File: config.mk
export PLATFORM = sky130hd
export DESIGN_NAME = button_conditioner
export DESIGN_NICKNAME = d
export VERILOG_FILES = /design/src/rtl/button_pkg.sv /design/src/rtl/button_conditioner_if.sv /design/src/rtl/button_channel.sv /design/src/rtl/button_conditioner.sv
export SDC_FILE = /design/constraint.sdc
export NUM_CORES = 1
export LEC_CHECK = 0
export ABC_AREA = 1
export BUFFER_PORTS_ARGS = -buffer_cell sky130_fd_sc_hd__buf_2
export CORE_ASPECT_RATIO = 2
export CORE_MARGIN = 8
export CORE_UTILIZATION = 40
export CTS_CLUSTER_DIAMETER = 200
export DETAILED_ROUTE_END_ITERATION = 10
export PLACE_DENSITY = 0.61
export SLEW_MARGIN = 20
export SYNTH_ARGS = -nofsm -noshare
export SYNTH_HDL_FRONTEND = slang
export SYNTH_SLANG_ARGS = --single-unit
File: constraint.sdc
create_clock -name i_clk -period 2 [get_ports i_clk]
set_input_delay 0.1 -clock i_clk [delete_from_list [all_inputs] [get_ports i_clk]]
set_output_delay 0.1 -clock i_clk [all_outputs]
set_load 0.02 [all_outputs]
File: src/rtl/button_pkg.sv
// Shared definitions for the two-button conditioner: per-channel FSM state
// encoding, default timing constants and a counter-width helper.
package button_pkg;

    // One FSM per button channel.
    typedef enum logic [1:0] {
        ST_IDLE         = 2'd0,
        ST_PRESS_WAIT   = 2'd1,
        ST_HELD         = 2'd2,
        ST_RELEASE_WAIT = 2'd3
    } btn_state_t;

    // Defaults assume a 9 MHz clock.
    localparam int DEF_DEBOUNCE_CYCLES   = 90000;    // 10 ms
    localparam int DEF_LONG_PRESS_CYCLES = 4500000;  // 500 ms
    localparam int DEF_REPEAT_CYCLES     = 900000;   // 100 ms
    localparam bit DEF_ACTIVE_LOW        = 1'b1;

    // Width of a counter that must be able to hold max_count.
    function automatic int cnt_width(input int max_count);
        return $clog2(max_count) + 1;
    endfunction

endpackage

File: src/rtl/button_conditioner_if.sv
// Per-channel event bundle: debounced level, one-cycle press/release/repeat
// pulses and the channel FSM state for observation.
//
// Handshake: there is no backpressure. The master (button_channel) asserts
// press, rel and rpt for exactly one clock each; a slave must sample them on
// every rising clock edge. btn is a level and state is informational only.
interface button_conditioner_if;
    import button_pkg::*;

    logic       btn;
    logic       press;
    logic       rel;
    logic       rpt;
    btn_state_t state;

    modport master (output btn, press, rel, rpt, state);
    modport slave  (input  btn, press, rel, rpt, state);
endinterface

File: src/rtl/button_channel.sv
// One button: 2-flop synchronizer, polarity normalisation, debounce FSM with
// press/release pulses and long-press auto-repeat.
module button_channel
    import button_pkg::*;
#(
    parameter int DEBOUNCE_CYCLES   = DEF_DEBOUNCE_CYCLES,
    parameter int LONG_PRESS_CYCLES = DEF_LONG_PRESS_CYCLES,
    parameter int REPEAT_CYCLES     = DEF_REPEAT_CYCLES,
    parameter bit ACTIVE_LOW        = DEF_ACTIVE_LOW
) (
    input  logic clk,
    input  logic rst_n,
    input  logic pin,
    button_conditioner_if.master evt
);

    if (DEBOUNCE_CYCLES < 1) begin : g_bad_debounce
        $error("DEBOUNCE_CYCLES must be at least 1");
    end
    if (LONG_PRESS_CYCLES < 1) begin : g_bad_long_press
        $error("LONG_PRESS_CYCLES must be at least 1");
    end
    if (REPEAT_CYCLES < 1) begin : g_bad_repeat
        $error("REPEAT_CYCLES must be at least 1");
    end

    localparam int DB_W     = cnt_width(DEBOUNCE_CYCLES);
    localparam int HOLD_MAX = (LONG_PRESS_CYCLES > REPEAT_CYCLES) ? LONG_PRESS_CYCLES : REPEAT_CYCLES;
    localparam int HOLD_W   = cnt_width(HOLD_MAX);

    // The sample that leaves IDLE/HELD is the first of the debounce run, so a
    // wait state only needs DEBOUNCE_CYCLES-1 more samples (counter 0..N-2).
    localparam bit             SINGLE    = (DEBOUNCE_CYCLES == 1);
    localparam int             DB_LAST_I = (DEBOUNCE_CYCLES >= 2) ? DEBOUNCE_CYCLES - 2 : 0;
    localparam logic [DB_W-1:0] DB_LAST  = DB_LAST_I[DB_W-1:0];

    // Hold counter restarts from 0 at every repeat pulse, so it never wraps.
    localparam int               LONG_M1_I = LONG_PRESS_CYCLES - 1;
    localparam int               REP_M1_I  = REPEAT_CYCLES - 1;
    localparam logic [HOLD_W-1:0] LONG_M1  = LONG_M1_I[HOLD_W-1:0];
    localparam logic [HOLD_W-1:0] REP_M1   = REP_M1_I[HOLD_W-1:0];

    // Synchronizer resets to the level the pin shows when not pressed.
    localparam logic PIN_IDLE = ACTIVE_LOW ? 1'b1 : 1'b0;

    logic [1:0]        sync;
    logic              active;
    btn_state_t        state;
    logic [DB_W-1:0]   db_cnt;
    logic [HOLD_W-1:0] hold_cnt;
    logic [HOLD_W-1:0] hold_limit;
    logic              rpt_phase;
    logic              btn_q;
    logic              press_q;
    logic              rel_q;
    logic              rpt_q;

    // Two-flop synchronizer for the asynchronous pin.
    always_ff @(posedge clk or negedge rst_n) begin
        if (!rst_n) begin
            sync <= {2{PIN_IDLE}};
        end else begin
            sync <= {sync[0], pin};
        end
    end

    assign active     = ACTIVE_LOW ? ~sync[1] : sync[1];
    assign hold_limit = rpt_phase ? REP_M1 : LONG_M1;

    // Debounce / hold FSM; all outputs are registered here.
    always_ff @(posedge clk or negedge rst_n) begin
        if (!rst_n) begin
            state     <= ST_IDLE;
            db_cnt    <= '0;
            hold_cnt  <= '0;
            rpt_phase <= 1'b0;
            btn_q     <= 1'b0;
            press_q   <= 1'b0;
            rel_q     <= 1'b0;
            rpt_q     <= 1'b0;
        end else begin
            press_q <= 1'b0;
            rel_q   <= 1'b0;
            rpt_q   <= 1'b0;
            case (state)
                ST_IDLE: begin
                    if (active) begin
                        db_cnt <= '0;
                        if (SINGLE) begin
                            state     <= ST_HELD;
                            btn_q     <= 1'b1;
                            press_q   <= 1'b1;
                            hold_cnt  <= '0;
                            rpt_phase <= 1'b0;
                        end else begin
                            state <= ST_PRESS_WAIT;
                        end
                    end
                end
                ST_PRESS_WAIT: begin
                    if (!active) begin
                        state <= ST_IDLE;
                    end else if (db_cnt == DB_LAST) begin
                        state     <= ST_HELD;
                        btn_q     <= 1'b1;
                        press_q   <= 1'b1;
                        hold_cnt  <= '0;
                        rpt_phase <= 1'b0;
                    end else begin
                        db_cnt <= db_cnt + 1'b1;
                    end
                end
                ST_HELD: begin
                    if (!active) begin
                        db_cnt <= '0;
                        if (SINGLE) begin
                            state <= ST_IDLE;
                            btn_q <= 1'b0;
                            rel_q <= 1'b1;
                        end else begin
                            state <= ST_RELEASE_WAIT;
                        end
                    end else if (hold_cnt == hold_limit) begin
                        rpt_q     <= 1'b1;
                        hold_cnt  <= '0;
                        rpt_phase <= 1'b1;
                    end else begin
                        hold_cnt <= hold_cnt + 1'b1;
                    end
                end
                ST_RELEASE_WAIT: begin
                    // hold_cnt is left untouched so a bounce resumes the hold.
                    if (active) begin
                        state <= ST_HELD;
                    end else if (db_cnt == DB_LAST) begin
                        state <= ST_IDLE;
                        btn_q <= 1'b0;
                        rel_q <= 1'b1;
                    end else begin
                        db_cnt <= db_cnt + 1'b1;
                    end
                end
                default: state <= ST_IDLE;
            endcase
        end
    end

    assign evt.btn   = btn_q;
    assign evt.press = press_q;
    assign evt.rel   = rel_q;
    assign evt.rpt   = rpt_q;
    assign evt.state = state;

endmodule

File: src/rtl/button_conditioner.sv
// Two independent button channels (A and B) sharing one clock and reset.
module button_conditioner
    import button_pkg::*;
#(
    parameter int DEBOUNCE_CYCLES   = DEF_DEBOUNCE_CYCLES,
    parameter int LONG_PRESS_CYCLES = DEF_LONG_PRESS_CYCLES,
    parameter int REPEAT_CYCLES     = DEF_REPEAT_CYCLES,
    parameter bit ACTIVE_LOW        = DEF_ACTIVE_LOW
) (
    input  logic       i_clk,
    input  logic       i_res_n,
    input  logic       i_btn_a,
    input  logic       i_btn_b,
    output logic       o_btn_a,
    output logic       o_btn_b,
    output logic       o_press_a,
    output logic       o_press_b,
    output logic       o_release_a,
    output logic       o_release_b,
    output logic       o_repeat_a,
    output logic       o_repeat_b,
    output btn_state_t o_dbg_state_a,
    output btn_state_t o_dbg_state_b
);

    button_conditioner_if ch_a_if ();
    button_conditioner_if ch_b_if ();

    button_channel #(
        .DEBOUNCE_CYCLES   (DEBOUNCE_CYCLES),
        .LONG_PRESS_CYCLES (LONG_PRESS_CYCLES),
        .REPEAT_CYCLES     (REPEAT_CYCLES),
        .ACTIVE_LOW        (ACTIVE_LOW)
    ) u_chan_a (
        .clk   (i_clk),
        .rst_n (i_res_n),
        .pin   (i_btn_a),
        .evt   (ch_a_if.master)
    );

    button_channel #(
        .DEBOUNCE_CYCLES   (DEBOUNCE_CYCLES),
        .LONG_PRESS_CYCLES (LONG_PRESS_CYCLES),
        .REPEAT_CYCLES     (REPEAT_CYCLES),
        .ACTIVE_LOW        (ACTIVE_LOW)
    ) u_chan_b (
        .clk   (i_clk),
        .rst_n (i_res_n),
        .pin   (i_btn_b),
        .evt   (ch_b_if.master)
    );

    assign o_btn_a       = ch_a_if.btn;
    assign o_press_a     = ch_a_if.press;
    assign o_release_a   = ch_a_if.rel;
    assign o_repeat_a    = ch_a_if.rpt;
    assign o_dbg_state_a = ch_a_if.state;

    assign o_btn_b       = ch_b_if.btn;
    assign o_press_b     = ch_b_if.press;
    assign o_release_b   = ch_b_if.rel;
    assign o_repeat_b    = ch_b_if.rpt;
    assign o_dbg_state_b = ch_b_if.state;

endmodule

## Word level (Yosys, flattened, before mapping)

Cells that the tools add are included.

- Logic and storage cells: 140
- Output and inout port bits: 12
- Bits of input ports: 4
- Flip-flop bits (word level): 102

- Reduce and logical (&&, ||, !) cells: 16
- Equality and inequality tests: 30
- $add $sub $neg: 4
- Muxes and demuxes: 72

Operator list:

| kind | number |
|---|---|
| 24-bit two-way mux | 8 |
| 18-bit two-way mux | 10 |
| 18-bit one-hot mux with 4 select lines | 2 |
| 24-bit one-hot mux with 2 select lines | 2 |
| 24-bit by 1-bit adder with 24-bit output (second input constant) | 2 |
| 24-bit equality test | 2 |
| 23-bit two-way mux | 2 |
| 18-bit by 1-bit adder with 18-bit output (second input constant) | 2 |
| 18-bit by 17-bit equality test with 1-bit output (second input constant) | 2 |
| 1-bit two-way mux | 30 |
| 2-bit two-way mux | 12 |
| 4-bit AND reduction | 6 |
| 2-bit by 1-bit inequality test with 1-bit output (second input constant) | 10 |
| 5-bit AND reduction | 4 |
| 2-bit one-hot mux with 4 select lines | 2 |
| 2-bit inequality test (second input constant) | 6 |
| 2-bit equality test (second input constant) | 4 |
| 1-bit one-hot mux with 2 select lines | 4 |
| 2-bit nonzero test | 4 |
| 3-bit by 1-bit inequality test with 1-bit output (second input constant) | 2 |
| 3-bit inequality test (second input constant) | 2 |
| 2-bit by 1-bit equality test with 1-bit output (second input constant) | 2 |
| 2-bit zero test | 2 |

## Depth between registers and ports, before layout

- Depth in word-level cells: 5
- Gate-level depth with buffers: 12

## By module

From an unflattened synthesis, not the netlist that was laid out.

- Cells, all modules: 956
- Area total of the unflattened synthesis: 6712.7 um2

By module, submodules not included:

| module | instances | area an instance (um2) | cells each |
|---|---|---|---|
| button_channel at u_chan_a | 1 | 3414.5 | 478 |
| button_channel at u_chan_b | 1 | 3298.2 | 478 |

## Worst setup path after synthesis

No wires, ideal clock.

- Path kind: reg2reg
- Start: register u_chan_b.db_cnt[0]
- End: register u_chan_b.hold_cnt[8]
- Path slack: 0.328 ns
- Library setup time: 0.127 ns
- Clock period less this slack: 1.672 ns
- Data arrival time: 1.545 ns
- Required time: 1.873 ns
- Stages on the path, launching flop included: 13
- Path through: dfrtp_1 > inv_1 > ha_1 > nand2_1 > nor2_1 > nand3_1 > nor2_1 > nand3_1 > nand2_2 > inv_2 > buf_2 > nand2_1 > o21ai_0

- Word-level cells in the longest chain between the ends: 3

Ends and longest elaborated chain:

| item | line | text |
|---|---|---|
| start: declaration | button_channel.sv:49 | `logic [DB_W-1:0] db_cnt;` |
| start signal: assignment | button_channel.sv:110 | `db_cnt <= db_cnt + 1'b1;` |
| start signal: assignment | button_channel.sv:140 | `db_cnt <= db_cnt + 1'b1;` |
| 18-bit by 17-bit equality test with 1-bit output | button_channel.sv:103 | `end else if (db_cnt == DB_LAST) begin` |
| 2-bit by 1-bit inequality test with 1-bit output (no line) | -- |  |
| 4-bit AND reduction (no line) | -- |  |
| end signal: assignment | button_channel.sv:128 | `hold_cnt <= hold_cnt + 1'b1;` |
| end: declaration | button_channel.sv:50 | `logic [HOLD_W-1:0] hold_cnt;` |

Every way passes these cells.
A chain may end at the register's enable or synchronous reset.

## Worst setup path in the final report

- Start: register u_chan_b.hold_cnt[0]
- End: register u_chan_b.hold_cnt[18]

- Word-level cells in the longest chain between the ends: 4

Ends and longest elaborated chain:

| item | line | text |
|---|---|---|
| 24-bit by 1-bit adder with 24-bit output or 24-bit equality test (tied branches) | button_channel.sv:128, button_channel.sv:123 |  |
| 24-bit two-way mux (*) | button_channel.sv:123 | `end else if (hold_cnt == hold_limit) begin` |
| 24-bit two-way mux (*) | button_channel.sv:114 | `if (!active) begin` |
| 24-bit one-hot mux with 2 select lines (*) | button_channel.sv:85 | `case (state)` |

Mark *: on every way between the ends. The rest lies on a longest branch, timed or not. The select of a mux whose other input is x is not followed.

==> out/qor.csv <==
metric,value,unit
number_of_global_route_vias_before_repair,5905,
irDropWorstVdd,0.000368,V
cts.sinks,102,
worst_skew_pair.late_latency,0.35,ns
worst_setup_path_start_kind,flop,
finalSetupViolCount,0,
cts.path.max_buffers,2,
route.detailed.drc,0,
clock-root-buffer,sky130_fd_sc_hd__clkbuf_16,
path_class,reg -> reg,
worst_clock_skew,0.00855,ns
fp.dieArea,21400,µm²
dr.pass1.iters,5,
post_synth.cell_area_avg,6.66,µm²
synth_edf_count,0,
global_route_wire_length_before_repair,28900,µm
worst_slew_pin_slew,0.478,ns
min_period,1.83,ns
floorplan.initialDensity,40.4,%
fin_cells,1246,
numCtsBuffers,9,
cp.required,2.24,ns
critical_path.endpoint_type,flop,
critical_path_origin,u_chan_b.hold_cnt[0]$_DFFE_PN0P_,
coreArea,16600,µm²
final.period_utilization,91.4,%
fillerInstances,1714,
placer_s_final_routability_congestion_estimate,0.914,
final_layout_size_suffix_gt1_share,9.34,%
post_detailed_routing_wire_length,16700,µm
timing.reg2reg.setup_slack,0.17,ns
post_drt_via_cell_ratio,5.09,
leakagePower,3.29,nW
outcome,finished clean,
detail-route-antenna-nets,0,
endpoint_arrival_time_on_the_critical_path,2.07,ns
net_count_after_synthesis,1017,
globalRouteOverflowTotal,0,
hold_viol_final,0,
hold_class,in -> async,
dp_cells,1226,
most_common_cell_after_layout_fill_and_taps_aside,sky130_fd_sc_hd__nand2_1,
fp.dieH,199,µm
synthesis.area,6710,µm²
p_total,0.00401,W
tritoncts_clock_tree,done,
synth.yosys.seq_area_share,38.1,%
nets,1044,
cts.reportedPaths.clkPinSlew,0.08,ns
fmax,547,MHz
grt_max_degree,38,
critical_path.max_fanout,6,
fin_setup_tns,0,ns
synthesis.instances,1007,
routed-via-count,6347,
pwr_density_cell,537,nW/µm²
io_pins,16,
ys_ff_latch,102,
rows,67,
grt_antenna_before_repair,0,
groute.usage.overall,16.4,%
finish.instance_area,7450,µm²
maxSlewViolCount,0,
dpl.hpwl,12500,µm
n_antenna_cell,0,
fp.dieW,108,µm
max-cap-violations,0,
dpl_cell_area,7100,µm²
synth_top_flop_cell,sky130_fd_sc_hd__dfrtp_1,
average_wire_per_standard_cell,13.4,µm
mostFrequentLayoutCells,"sky130_fd_sc_hd__nand2_1 (312), sky130_fd_sc_hd__nor2_1 (144), sky130_fd_sc_hd__inv_1 (115), sky130_fd_sc_hd__dfrtp_1 (97), sky130_fd_sc_hd__nand3_1 (89)",
post_cts.repair.setup_buffers,0,
io_buffer_count,15,
p_r_area_growth_vs_syn,11.1,%
cts_max_level,3,
relSlewSlack,68.1,%
yosys_warnings,0,
async_flop_share,100,%
first_iter_violations,368,
synth.lib_cells_used.distinct,36,
rr_startpoint,u_chan_b.hold_cnt[0]$_DFFE_PN0P_,
[logic make-up (layout without fill, tap and decap cells)]
logic type      Yosys count  count (layout)  synth area share [%]
simple gates            635             636                  40.5
flops                   102             102                  38.1
fa+ha+maj                 6               6                  1.12
buf+inv                 150             181                  9.23
xor+xnor                 31              31                  4.05
compound gates           82              82                  6.84
mux                       1               1                 0.149
[cells in the mapped netlist (3+ instances only)]
| cell | number | area, µm² |
|---|---|---|
| sky130_fd_sc_hd__a21oi_1 | 6 | 30.0 |
| sky130_fd_sc_hd__buf_2 | 13 | 65.1 |
| sky130_fd_sc_hd__buf_4 | 4 | 30.0 |
| sky130_fd_sc_hd__buf_6 | 3 | 33.8 |
| sky130_fd_sc_hd__clkbuf_1 | 4 | 15.0 |
| sky130_fd_sc_hd__dfrtp_1 | 98 | 2450 |
| sky130_fd_sc_hd__dfstp_2 | 4 | 105 |
| sky130_fd_sc_hd__ha_1 | 6 | 75.1 |
| sky130_fd_sc_hd__inv_1 | 115 | 432 |
| sky130_fd_sc_hd__inv_2 | 7 | 26.3 |
| sky130_fd_sc_hd__nand2_1 | 314 | 1180 |
| sky130_fd_sc_hd__nand2_2 | 6 | 37.5 |
| sky130_fd_sc_hd__nand3_1 | 90 | 450 |
| sky130_fd_sc_hd__nand4_1 | 43 | 269 |
| sky130_fd_sc_hd__nor2_1 | 146 | 548 |
| sky130_fd_sc_hd__nor2_2 | 5 | 31.3 |
| sky130_fd_sc_hd__nor2_4 | 3 | 33.8 |
| sky130_fd_sc_hd__nor3_1 | 17 | 85.1 |
| sky130_fd_sc_hd__o21ai_0 | 48 | 240 |
| sky130_fd_sc_hd__o21ai_1 | 15 | 75.1 |
| sky130_fd_sc_hd__o21bai_1 | 7 | 52.6 |
| sky130_fd_sc_hd__or2_2 | 4 | 25.0 |
| sky130_fd_sc_hd__xor2_1 | 29 | 254 |
[per-layer routing]
layer	track usage (%)	up-vias	part of all wire (%)
met3	2.36	23	3.7
li1	-	3249	-
met4	5.33	0	1.8
met5	0	-	0
met1	22.0	2948	48
met2	26.3	127	47
[worst max-delay path: stages (launching register included)]
cell and delay (ns):
sky130_fd_sc_hd__dfrtp_1 0.44, sky130_fd_sc_hd__ha_1 0.24, sky130_fd_sc_hd__inv_1 0.09, sky130_fd_sc_hd__nor2_2 0.18
sky130_fd_sc_hd__inv_1 0.09, sky130_fd_sc_hd__nor3_2 0.26, sky130_fd_sc_hd__nand3_2 0.22, sky130_fd_sc_hd__nand4_1 0.15
sky130_fd_sc_hd__nand2_1 0.06
[timing repair]
action / 4_1_cts / 5_1_grt
setup endpoints to repair: 0 / 30
resized for setup: 0 / 10
hold buffers: 3 / 0
hold endpoints to repair: 34 / 0
[final cells by class]
cell class                 instances  area (µm²)  share of cell area [%]
clock buffer                      10         229                    3.07
clock inverter                     6        52.6                   0.705
inverter                         124         469                    6.29
multi-input combinational        756        3570                    47.9
sequential                       102        2560                    34.3
tap                              207         259                    3.47
timing repair buffer              41         318                    4.26
[path summary, 6_finish.rpt]
kind | end | cells past startpoint
max | u_chan_b.hold_cnt[18]$_DFFE_PN0P_ | 8
min | u_chan_b.hold_cnt[14]$_DFFE_PN0P_ | 2
min in group i_clk | u_chan_a.sync[1]$_DFF_PN1_ | 0
min reg2reg | u_chan_a.sync[1]$_DFF_PN1_ | 0
max reg2reg | u_chan_b.hold_cnt[18]$_DFFE_PN0P_ | 8
max in group asynchronous | u_chan_a.sync[1]$_DFF_PN1_ | 3
[power by group]
part           switching, W  leakage [nW]  total [W]  internal, W
logic              0.000137          1.76   0.000197    0.0000596
registers         0.0000271          1.40    0.00211      0.00208
clock network      0.000832         0.132    0.00170     0.000866
[per-stage QoR]
stage	hold WS [ns]	setup slack, ns	utilization [%]
floorplan	-0.196	0.328	-
global placement	0.0915	0.0919	42.8
detailed placement	0.0990	0.119	42.8
CTS	0.259	0.104	44.7
global route	0.292	-0.00878	44.9
finish	0.249	0.171	44.9
[flip-flops by register name, summed over array words and instances, names as in the netlist, 2 cells and up, named ones only]
register	count
u_chan_b.hold_cnt	24
u_chan_a.sync	2
u_chan_b.db_cnt	18
u_chan_b.sync	2
u_chan_a.hold_cnt	24
u_chan_a.db_cnt	18
Power figures use the tool's default switching activity.
